[config.mk]
export PLATFORM = sky130hd
export DESIGN_NAME = seq_stream_gen
export DESIGN_NICKNAME = d
export VERILOG_FILES = /design/src/rtl/seq_stream_gen.sv
export SDC_FILE = /design/constraint.sdc
export NUM_CORES = 1
export LEC_CHECK = 0
export BUFFER_PORTS_ARGS = -buffer_cell sky130_fd_sc_hd__clkbuf_2
export CORE_MARGIN = 2
export CORE_UTILIZATION = 60
export CTS_BUF_LIST = sky130_fd_sc_hd__clkbuf_8 sky130_fd_sc_hd__clkbuf_16
export CTS_CLUSTER_DIAMETER = 30
export DETAILED_ROUTE_END_ITERATION = 10
export GPL_TIMING_DRIVEN = 0
export PLACE_DENSITY = 0.78
export SYNTH_ARGS = -nofsm -noshare
export SYNTH_HDL_FRONTEND = slang
export SYNTH_SLANG_ARGS = --single-unit
[constraint.sdc]
create_clock -name clk -period 4.18 [get_ports clk]
set_clock_uncertainty 0.05 [all_clocks]
set_input_delay 0 -clock clk [delete_from_list [all_inputs] [get_ports clk]]
set_output_delay 0 -clock clk [all_outputs]
set_load 0.02 [all_outputs]
[src/rtl/seq_stream_gen.sv]
// Serial pattern transmitter: loads a parallel word and a bit count, then shifts
// the pattern out MSB-first with a valid qualifier, optionally looping it forever.
module seq_stream_gen #(
  parameter int WIDTH = 16,
  parameter int LW    = $clog2(WIDTH + 1)
) (
  input  logic             clk,
  input  logic             rst,
  input  logic             start,
  input  logic [WIDTH-1:0] load_data,
  input  logic [LW-1:0]    load_len,
  input  logic             loop_en,
  input  logic             stop,
  output logic             dout,
  output logic             dout_valid,
  output logic             busy,
  output logic             done
);

  typedef enum logic [1:0] {
    IDLE = 2'd0,
    SEND = 2'd1,
    DONE = 2'd2
  } state_t;

  localparam logic [LW-1:0] WIDTH_L = LW'(WIDTH);
  localparam logic [LW-1:0] ONE_L   = LW'(1);

  state_t           r_state;
  state_t           w_nextState;
  logic [WIDTH-1:0] r_shreg;
  logic [WIDTH-1:0] r_save;
  logic [LW-1:0]    r_len;
  logic [LW-1:0]    r_cnt;

  logic [LW-1:0]    w_lenClamp;
  logic [LW-1:0]    w_shiftAmt;
  logic [WIDTH-1:0] w_aligned;
  logic             w_accept;
  logic             w_lastBit;

  // Left-align the requested bits so the first bit to send always sits in the MSB.
  assign w_lenClamp = (load_len > WIDTH_L) ? WIDTH_L : load_len;
  assign w_shiftAmt = WIDTH_L - w_lenClamp;
  assign w_aligned  = load_data << w_shiftAmt;
  assign w_accept   = (r_state == IDLE) && start && (load_len != '0);
  assign w_lastBit  = (r_cnt == ONE_L);

  always_ff @(posedge clk or negedge rst) begin
    if (!rst) begin
      r_state <= IDLE;
    end else begin
      r_state <= w_nextState;
    end
  end

  // Stop wins over both the loop reload and the move to DONE.
  always_comb begin
    w_nextState = r_state;
    case (r_state)
      IDLE: begin
        if (w_accept) begin
          w_nextState = SEND;
        end
      end
      SEND: begin
        if (stop) begin
          w_nextState = IDLE;
        end else if (w_lastBit && !loop_en) begin
          w_nextState = DONE;
        end
      end
      DONE: begin
        w_nextState = IDLE;
      end
      default: begin
        w_nextState = IDLE;
      end
    endcase
  end

  always_ff @(posedge clk or negedge rst) begin
    if (!rst) begin
      r_shreg <= '0;
      r_save  <= '0;
      r_len   <= '0;
      r_cnt   <= '0;
    end else begin
      case (r_state)
        IDLE: begin
          if (w_accept) begin
            r_shreg <= w_aligned;
            r_save  <= w_aligned;
            r_len   <= w_lenClamp;
            r_cnt   <= w_lenClamp;
          end
        end
        SEND: begin
          if (stop) begin
            r_shreg <= '0;
            r_cnt   <= '0;
          end else if (w_lastBit && loop_en) begin
            r_shreg <= r_save;
            r_cnt   <= r_len;
          end else begin
            r_shreg <= {r_shreg[WIDTH-2:0], 1'b0};
            r_cnt   <= r_cnt - ONE_L;
          end
        end
        default: begin
        end
      endcase
    end
  end

  assign dout       = (r_state == SEND) & r_shreg[WIDTH-1];
  assign dout_valid = (r_state == SEND);
  assign busy       = (r_state == SEND) || (r_state == DONE);
  assign done       = (r_state == DONE);

endmodule
==> metrics <==
register area share after synthesis 0.364; FF-to-FF setup slack 1.86 ns; CTS Buf Count 5; Worst Hold Slack 0.0281 ns; Hold Startpoint load_len[3]; drt drc 0; Area contributors post-synth dfrtp_1 36%, mux2i_1 9.3%, mux4_2 5.2%; clock-pin slew on the worst setup and hold paths 0.08 ns; Vias/cell 6.29; top_reg_cell synth dfrtp_1; WP data required 4.32 ns; Vias 2,661; CP Capture Type flip-flop; Starting Density 0.632; Crit Path Max Fanout 10; initial antenna violation count 0; cells along the critical path clkbuf_2 > nand2b_4 > buf_8 > buf_4 > ha_1 > buf_2 > buf_4 > mux2i_1 > mux2i_1 > a21oi_1 > o22ai_1 > o22a_1; Final Wtd Congestion 0.884; final hold vios 0; Pins Over Slew Limit 0; diode count 0; DIE WIDTH 75.0 µm; Root Driver clkbuf_8; row count 25; cell depth of the worst setup path 12; async set or reset register ratio after synthesis 1.00; Starting DRT DRC Count 272; H-tree level count 2; global route total overflow 0; post-layout util 0.701; CP Buf/Inv Count 5; post-layout net count 388; Clk Latency, worst-skew pair 0.30 ns; min cycle time layout 2.33 ns; core area 4790 µm²; worst flop-to-flop path endpoint r_shreg[6]$_DFFE_PN0P_; CTS resizes 0; CTS tree yes; r2r startpoint r_state[0]$_DFFE_PN0P_; I/O Buffers 27; Worst slew margin 0.283; Sink Count 44; WS Path Type primary input to flip-flop; hold worst-path end r_len[3]$_DFFE_PN0P_; Final TNS setup 0 ns; crit-path max cell delay 0.42 ns; Synth-to-Final Area Change 10.9%; worst-margin pin slew 1.08 ns; DP Wirelength 5690 µm; post-synth top area share 0.364; Crit. Startpoint load_len[4]; crit share post-route 0.558; Bufs on Longest Clock Path 2; net count after synthesis 351; Worst Path Arrival 2.48 ns; #FFs+latches synth 44; Final Power 1.90 mW; DR pass1 iterations 5; most frequent cells in the layout 44 x dfrtp_1, 36 x nor2_1, 31 x a21oi_1, 29 x nand2_1, 28 x mux2i_1; Global Route Usage Sum 0.300; die footprint 5620 µm²; number of synthesized flops with an enable pin 0; final wirelength 7660 µm; hold path depth 3; power density over cell area 568 nW/µm²; maximum vdd ir drop 0.340 mV; setup repair bufs after CTS 0; CTS Hold Bufs 3; Finish-stage setup viols 0; first-pass GRT wire length 12,600 µm; Post-Syn Instances 319; RSZ-0062 raised after global routing no; Startpoint Class primary input; drt wl/cell 18.1 µm; io pins 30; slowest CP cell a21oi_1; largest net degree at the start of global routing 45; Leak 1.56 nW; Min-Delay Path Class primary input to flip-flop; Synth Cell Area 3020 µm²; worst r2r path cells 8; vias in the first global route 2,581; area leader, netlist dfrtp_1; Max Fclk 0.429 GHz; status finished clean; family with the most delay on the worst path buffers and inverters; synth unique cells 54; YS warnings 0; DIE HEIGHT 75.0 µm; layout cells sized above 1 0.208; Syn Area/Cell 9.48 µm²; remaining antenna violation count after routing 0; MaxCap Viol Count 0; commonest non-fill, non-tap cell in the layout dfrtp_1
-- registers in the layout, summed over array words and instances (netlist names) --
signal	cells
r_save	16
r_shreg	16
r_cnt	5
r_len	5
r_state	2
-- logic make-up (layout without fill, tap and decap cells) --
logic type	Yosys count	after routing	synth area share
simple gates	94	94	0.151
buf+inv	29	66	0.0513
compound gates	101	101	0.219
xor+xnor	5	5	0.0207
fa+ha+maj	6	6	0.0248
mux	40	40	0.168
flops	44	44	0.364
-- where the power goes --
part           switching [mW]  leakage (nW)  internal (mW)  total [mW]
Combinational           0.543         0.966          0.375       0.918
Sequential              0.111         0.554          0.615       0.727
Clock                   0.145        0.0400          0.113       0.259
-- metal layers --
| metal | part of all wire | global-route usage | vias to the layer above | wire, µm |
|---|---|---|---|---|
| met1 | 0.44 | 0.411 | 1272 | 3400 |
| met3 | 0.062 | 0.0482 | 23 | 478 |
| met2 | 0.48 | 0.498 | 126 | 3650 |
| met5 | 0 | 0 | - | 0 |
| met4 | 0.017 | 0.0813 | 0 | 131 |
| li1 | - | - | 1240 | - |
-- worst register-to-register path, cell delays in order, from the launching register on --
cell	delay (ns)
dfrtp_1	0.39
inv_1	0.08
ha_1	0.26
nor2b_1	0.17
a21oi_1	0.36
clkbuf_1	0.43
o21ai_0	0.23
a21oi_1	0.19
nor2_1	0.06
-- cell usage after synthesis (2+ instances only) --
library cell,number
a221oi_2,2
nor4_2,2
o21ai_0,23
mux2_2,4
mux4_2,7
dfrtp_1,44
nand2_1,29
nor2_1,36
a21o_1,3
o221ai_1,4
o21a_1,4
ha_1,6
o22ai_1,6
buf_2,10
nor3_1,5
a21oi_1,31
mux2i_1,28
nand2b_1,6
xnor2_1,3
o21ai_1,3
o31ai_1,2
and3_1,2
buf_4,4
or3_1,2
inv_1,6
a211oi_1,4
a22o_1,5
nor2b_1,3
clkbuf_1,7
o22a_1,4
-- worst max path at each step --
stage | slack, ns | end
final | 1.85 | r_shreg[12]$_DFFE_PN0P_
after global placement | 1.61 | r_shreg[12]$_DFFE_PN0P_
after global routing | 1.69 | r_shreg[13]$_DFFE_PN0P_
after detailed placement | 1.54 | r_shreg[12]$_DFFE_PN0P_
after CTS | 1.85 | r_shreg[12]$_DFFE_PN0P_
after floorplan | 2.08 | r_shreg[12]$_DFFE_PN0P_
-- per-stage QoR --
| stage | setup slack, ns | cell area, µm² | cells |
|---|---|---|---|
| 6_report | 1.85 | 3350 | 423 |
| 5_1_grt | 1.69 | 3350 | 423 |
| 4_1_cts | 1.85 | 3350 | 423 |
| 3_5_place_dp | 1.54 | 3240 | 413 |
| 3_3_place_gp | 1.61 | 3240 | 413 |
| 2_1_floorplan | 2.08 | 3020 | 319 |
-- final cells by class --
class | count | area [µm²]
clock inverter | 2 | 12.5
inverter | 6 | 22.5
fill | 396 | 1430
clock buffer | 5 | 68.8
sequential | 44 | 1100
tap | 67 | 83.8
buffer | 23 | 133
timing repair buffer | 30 | 165
multi-input combinational | 246 | 1770
Note: power is estimated with default switching activity, not from simulation.
